### config.mk
export PLATFORM = sky130hd
export DESIGN_NAME = cgra_bitstream_loader
export DESIGN_NICKNAME = d
export VERILOG_FILES = /design/src/rtl/cgra_loader_pkg.sv /design/src/rtl/cgra_cfg_shifter.sv /design/src/rtl/cgra_bitstream_loader.sv
export SDC_FILE = /design/constraint.sdc
export NUM_CORES = 1
export LEC_CHECK = 0
export CORE_MARGIN = 5
export CORE_UTILIZATION = 58
export DETAILED_ROUTE_END_ITERATION = 10
export PLACE_DENSITY = 0.86
export SYNTH_ARGS = -nofsm -noshare
export SYNTH_HDL_FRONTEND = slang
export SYNTH_HIERARCHICAL = 1
export SYNTH_SLANG_ARGS = --single-unit
### constraint.sdc
create_clock -name clk_i -period 6.7 [get_ports clk_i]
set_input_delay 1.675 -clock clk_i [delete_from_list [all_inputs] [get_ports clk_i]]
set_output_delay 1.675 -clock clk_i [all_outputs]
set_load 0.005 [all_outputs]
### src/rtl/cgra_loader_pkg.sv
// cgra_loader_pkg: shared state type, default word geometry and last-word length helper
package cgra_loader_pkg;
   typedef enum logic [2:0] {IDLE, FETCH, WAIT, SHIFT, DONE} loader_state_e;
   localparam int DW_DEFAULT = 32;
   localparam int WORD_BYTES = DW_DEFAULT / 8;
   function automatic int last_word_bits(input int bits, input int width);
      return (bits % width == 0) ? width : bits % width;
   endfunction
endpackage

### src/rtl/cgra_cfg_shifter.sv
// cgra_cfg_shifter: scan-chain shift register, stream bit counter and word-end detection
module cgra_cfg_shifter import cgra_loader_pkg::*; #(
   parameter int DATA_WIDTH     = DW_DEFAULT,
   parameter int BITSTREAM_BITS = 1024
) (
   input  logic                  clk_i,
   input  logic                  rst_ni,
   input  logic                  clr,
   input  logic                  load,
   input  logic [DATA_WIDTH-1:0] load_data,
   input  logic                  shift_en,
   output logic                  bit_out,
   output logic                  last_word,
   output logic                  word_end
);
   localparam int CW = $clog2(BITSTREAM_BITS + 1);
   localparam int IW = $clog2(DATA_WIDTH + 1);
   localparam int LAST = last_word_bits(BITSTREAM_BITS, DATA_WIDTH);
   localparam logic [CW-1:0] LAST_START = CW'(BITSTREAM_BITS - LAST);
   localparam logic [IW-1:0] FULL_END = IW'(DATA_WIDTH - 1);
   localparam logic [IW-1:0] LAST_END = IW'(LAST - 1);
   logic [DATA_WIDTH-1:0] sreg;
   logic [CW-1:0] cnt;
   logic [IW-1:0] idx;
   assign bit_out = sreg[0];
   // the final word is the only one with a short length, so word end there is stream end
   assign last_word = cnt >= LAST_START;
   assign word_end = shift_en && idx == (last_word ? LAST_END : FULL_END);
   always_ff @(posedge clk_i or negedge rst_ni)
      if (!rst_ni) begin
         sreg <= '0;
         cnt <= '0;
         idx <= '0;
      end else if (clr) begin
         sreg <= '0;
         cnt <= '0;
         idx <= '0;
      end else begin
         if (shift_en) begin
            sreg <= sreg >> 1;
            cnt <= cnt + 1'b1;
            idx <= word_end ? '0 : idx + 1'b1;
         end
         if (load) begin
            sreg <= load_data;
            idx <= '0;
         end
      end
endmodule

### src/rtl/cgra_bitstream_loader.sv
// cgra_bitstream_loader: fetches the CGRA bitstream from RAM and shifts it LSB-first into the config chain; CGRA_LOADER_PREFETCH_EN adds a one-word prefetch buffer
module cgra_bitstream_loader import cgra_loader_pkg::*; #(
   parameter int                    ADDR_WIDTH     = 32,
   parameter int                    DATA_WIDTH     = DW_DEFAULT,
   parameter logic [ADDR_WIDTH-1:0] BASE_ADDR      = 'h8000,
   parameter int                    BITSTREAM_BITS = 1024
) (
   input  logic                  clk_i,
   input  logic                  rst_ni,
   input  logic                  cfg_reset_i,
   input  logic                  cfg_enable_i,
   output logic                  cfg_done_o,
   output logic                  data_req_o,
   output logic [ADDR_WIDTH-1:0] data_addr_o,
   input  logic                  data_gnt_i,
   input  logic                  data_rvalid_i,
   input  logic [DATA_WIDTH-1:0] data_rdata_i,
   output logic                  cfg_bit_o,
   output logic                  cfg_shift_o
);
   localparam logic [ADDR_WIDTH-1:0] STEP = ADDR_WIDTH'(WORD_BYTES * DATA_WIDTH / DW_DEFAULT);
   loader_state_e state, state_n;
   logic [ADDR_WIDTH-1:0] addr;
   logic [DATA_WIDTH-1:0] load_data;
   logic pending, hs, rsp, shift_en, load, bit_out, last_word, word_end;
   assign hs = data_req_o && data_gnt_i;
   // a response only counts against a request we still own; stale ones after a soft reset fall out here
   assign rsp = pending && data_rvalid_i;
   assign cfg_done_o = state == DONE;
   assign cfg_shift_o = shift_en;
   assign cfg_bit_o = shift_en && bit_out;
`ifdef CGRA_LOADER_PREFETCH_EN
   logic [DATA_WIDTH-1:0] pbuf;
   logic pfull;
   assign data_addr_o = (state == SHIFT) ? addr + STEP : addr;
`else
   assign data_addr_o = addr;
`endif
   always_comb begin
      state_n = state;
      data_req_o = 1'b0;
      load = 1'b0;
      load_data = data_rdata_i;
      shift_en = 1'b0;
      unique case (state)
         IDLE: state_n = cfg_enable_i ? FETCH : IDLE;
         FETCH: begin
            data_req_o = !pending;
            state_n = (!pending && data_gnt_i) ? WAIT : FETCH;
         end
         WAIT: begin
            load = rsp;
            state_n = rsp ? SHIFT : WAIT;
         end
         SHIFT: begin
            shift_en = cfg_enable_i;
`ifdef CGRA_LOADER_PREFETCH_EN
            data_req_o = !last_word && !pfull && !pending;
            if (word_end && !last_word) begin
               load = pfull || rsp;
               load_data = pfull ? pbuf : data_rdata_i;
               state_n = (pfull || rsp) ? SHIFT : (pending || (data_req_o && data_gnt_i)) ? WAIT : FETCH;
            end
`else
            if (word_end && !last_word) state_n = FETCH;
`endif
            if (word_end && last_word) state_n = DONE;
         end
         DONE: state_n = DONE;
         default: state_n = IDLE;
      endcase
   end
   always_ff @(posedge clk_i or negedge rst_ni)
      if (!rst_ni) begin
         state <= IDLE;
         addr <= BASE_ADDR;
         pending <= 1'b0;
      end else begin
         pending <= hs ? 1'b1 : data_rvalid_i ? 1'b0 : pending;
         if (cfg_reset_i) begin
            state <= IDLE;
            addr <= BASE_ADDR;
         end else begin
            state <= state_n;
            if (word_end && !last_word) addr <= addr + STEP;
         end
      end
`ifdef CGRA_LOADER_PREFETCH_EN
   always_ff @(posedge clk_i or negedge rst_ni)
      if (!rst_ni) begin
         pbuf <= '0;
         pfull <= 1'b0;
      end else if (cfg_reset_i) begin
         pfull <= 1'b0;
      end else if (load && pfull) begin
         pfull <= 1'b0;
      end else if (state == SHIFT && rsp && !load) begin
         pbuf <= data_rdata_i;
         pfull <= 1'b1;
      end
`endif
   cgra_cfg_shifter #(
      .DATA_WIDTH(DATA_WIDTH),
      .BITSTREAM_BITS(BITSTREAM_BITS)
   ) u_shifter (
      .clk_i(clk_i),
      .rst_ni(rst_ni),
      .clr(cfg_reset_i),
      .load(load),
      .load_data(load_data),
      .shift_en(shift_en),
      .bit_out(bit_out),
      .last_word(last_word),
      .word_end(word_end)
   );
endmodule
==> results.txt <==
----------------------------------------------------
[Finish]
  Fraction of layout instances using a drive strength above 1 ... 0.1311
  Synth-to-Final Area Change ... 22.17%
  Most frequent cells in the layout ... 82 x sky130_fd_sc_hd__dfrtp_1, 69 x sky130_fd_sc_hd__clkdlybuf4s50_1, 57 x sky130_fd_sc_hd__nor2_1
  Diode count ... 0
  Number of standard cells in the final layout excluding fillers ... 587
  Most common library cell in the layout ignoring fill and taps ... sky130_fd_sc_hd__dfrtp_1
  Final layout net count ... 525
  Cell area after layout ... 5343 µm²

[Global routing]
  Via count of the first global-routing pass ... 3,504
  Maximum number of pins on one net before global-route repair ... 84
  First-pass GRT wire length ... 15,460 µm
  Overflow after GRT ... 0
  Initial antenna violation count ... 0
  Total track usage ... 0.1941

[Synthesis]
  Syn_area_per_cell ... 10.34 µm²
  Warnings from Yosys ... 6
  Predominant post-synthesis flop cell ... sky130_fd_sc_hd__dfrtp_1
  Number of instances in the synthesized netlist ... 423
  Sequential element share of the synthesized area ... 0.4753
  Number of library cell types mapped by synthesis ... 44
  Async S/R FF share, synth ... 1.000
  Flop and latch count out of synthesis ... 83
  Number of enable flip-flop cells after synthesis ... 0
  Total standard cell area after synthesis ... 4373 µm²

[CTS]
  Clock tree from TritonCTS ... built
  Clock-pin slew of the registers on the worst-case setup and hold paths ... 80 ps
  Sink count of the clock tree ... 83
  Quantity of gates resized following cts ... 0
  Count of hold buffers inserted by post-cts repair ... 0
  Clock root buffer master ... sky130_fd_sc_hd__clkbuf_8
  Number of post-CTS setup repair buffers ... 0
  Clk Latency, worst-skew pair ... 350 ps
  TritonCTS Buffers ... 9
  H-tree Lvls ... 3
  Maximum clock path buffer count ... 2

[Power and ir drop]
  Switching share of total power ... 0.2171
  Clock share of power ... 0.429
  Gate power share ... 0.061
  Switching Power ... 0.2163 mW
  Worst IR Drop VDD ... 0.1224 mV
  Sequential share of power ... 0.510
  Overall power after layout ... 0.9961 mW
  Leakage power summed over all cells ... 2.180 nW
  PD cells ... 186.5 nW/µm²
  Int Power ... 0.7799 mW

[STA]
  Max-slew violation count ... 0
  Hold Vio Cnt, Final ... 0
  Post-layout min period ... 5185 ps
  Final setup fails ... 0
  Maximum clock frequency ... 0.1929 GHz
  Slew at the pin with the worst max-slew slack ... 1021 ps
  Final worst path period share ... 0.7739
  Slew Limit Headroom ... 0.3196
  Unrepaired setup endpoints after global routing ... false
  Hold WS ... 534.1 ps
  Worst clock skew ... 10.70 ps
  Fin Setup TNS ... 0 ps

[Placement]
  HPWL after DPL ... 6016 µm
  Final weighted congestion in routability-driven placement ... 0.7982
  Number of cells in the design after placement ... 571
  Post-place instance area ... 5102 µm²
  Port Buffers ... 71

[Routing]
  Post-DR vias/cell ... 5.842
  Count of vias placed by the detailed router ... 3,429
  Wire length per cell ... 15.29 µm
  Wire length after detailed routing ... 8978 µm
  Drc violations ... 0
  Initial DRC count ... 78
  DR pass1 iterations ... 4
  Post-DRT Antenna Nets ... 0

[Setup path]
  Max incr delay on CP ... 500 ps
  Most frequent CP cell ... sky130_fd_sc_hd__clkdlybuf4s50_1
  Kind of cell adding the most delay to the critical path ... buffers and inverters
  Worst EP arrival ... 3510 ps
  Crit-path slowest cell ... sky130_fd_sc_hd__clkdlybuf4s50_1
  Required time worst endpoint ... 5030 ps
  Maximum fanout along the worst path ... 46
  Worst Setup End Kind ... primary output
  Path type of the worst setup path ... input port to primary output
  Cell chain of the critical path ... clkdlybuf4s50_1, and3_2, buf_4, and2_1, clkdlybuf4s50_1
  Critical path buffer and inverter count ... 3
  Type of element launching the critical path ... input port

[Outcome]
  Status ... finished clean

[Die]
  Die height ... 96.83 µm
  Die Area ... 9376 µm²
  Number of placed I/O pins ... 74
  Initial Utilization ... 0.5997
  Placement Rows ... 31
  Width of the die ... 96.83 µm
  Placeable Area ... 7292 µm²

[Flow run]
  Total of max-cap violations ... 0

[Hold path]
  Class of the most critical hold timing path ... register to register

----------------------------------------------------
kinds of logic after synthesis:
logic type                 Yosys count  synth area share
and+or+nand+nor                    144            0.1765
adders and majority gates            4           0.01145
xor gates and xnor gates            17           0.03405
muxes                               67            0.1628
buffers and inverters               38           0.04120
DFF                                 83            0.4753
other                                1         0.0008575
AOI/OAI and AO/OA                   69           0.09786
final timing paths:
check,end,cells after the start,start,slack (ps)
setup / recovery,cfg_bit_o,5,cfg_enable_i,1520
hold / removal,u_shifter/sreg[31]$_DFFE_PN0P_,2,u_shifter/sreg[31]$_DFFE_PN0P_,530
setup reg to reg,data_addr_o[28]$_DFFE_PN0N_,10,state[0]$_DFFE_PN0P_,2950
hold reg to reg,u_shifter/sreg[31]$_DFFE_PN0P_,2,u_shifter/sreg[31]$_DFFE_PN0P_,530
max in group asynchronous,u_shifter/idx[5]$_DFFE_PN0P_,1,rst_ni,4540
min in group asynchronous,data_addr_o[29]$_DFFE_PN0N_,1,rst_ni,1490
Yosys cell counts, drive strengths merged (13+ instances only):
cell     n  share of area
mux2i   34          0.078
xor2    14          0.028
clkbuf  13          0.011
a21oi   26          0.030
nand2   15          0.013
buf     14          0.021
o21ai   13          0.015
dfrtp   82           0.47
nor2    57          0.049
or4     16          0.027
o31ai   15          0.026
mux2    33          0.085
metal layers:
layer	GRT usage	up-vias	routed length [µm]	part of all wire
met4	0.07343	0	148	0.016
met5	0	-	0	0
met1	0.2246	1678	3784	0.42
met3	0.04388	17	431	0.048
li1	-	1641	-	-
met2	0.3482	93	4613	0.51
through the flow:
stage               worst slack (ps)  utilization
floorplan                       2711            -
global placement                1561       0.6997
detailed placement              1518       0.6997
CTS                             1526       0.7327
global route                    1438       0.7327
finish                          1515       0.7327
flip-flops by register name, summed over array words and instances, names as in the netlist:
| name | cells |
|---|---|
| state | 3 |
| pending | 1 |
| u_shifter/idx | 6 |
| data_addr_o | 30 |
| u_shifter/cnt | 11 |
| u_shifter/sreg | 32 |
worst register-to-register path: cells and delay by family, from the launching register on:
family | cells | cell delay [ps]
and+or+nand+nor | 6 | 1840
muxes | 1 | 380
AOI/OAI and AO/OA | 1 | 240
DFF | 1 | 510
buffers and inverters | 2 | 670
cell type report:
type                            instances  area, µm²
Multi-Input combinational cell        303       2126
Inverter                               11      41.29
Clock inverter                          7      116.4
Timing Repair Buffer                   75      733.2
Fill cell                             541       1949
Clock buffer                            9      123.9
Sequential cell                        83       2078
Tap cell                               99      123.9
power groups by stage:
stage	registers [mW]	logic [mW]	clock network, mW
floorplan	0.517	0.0242	0
global placement	0.518	0.0600	0
detailed placement	0.518	0.0612	0
CTS	0.508	0.0614	0.436
global route	0.509	0.0670	0.458
finish	0.508	0.0603	0.427
Note: power is estimated with default switching activity, not from simulation.
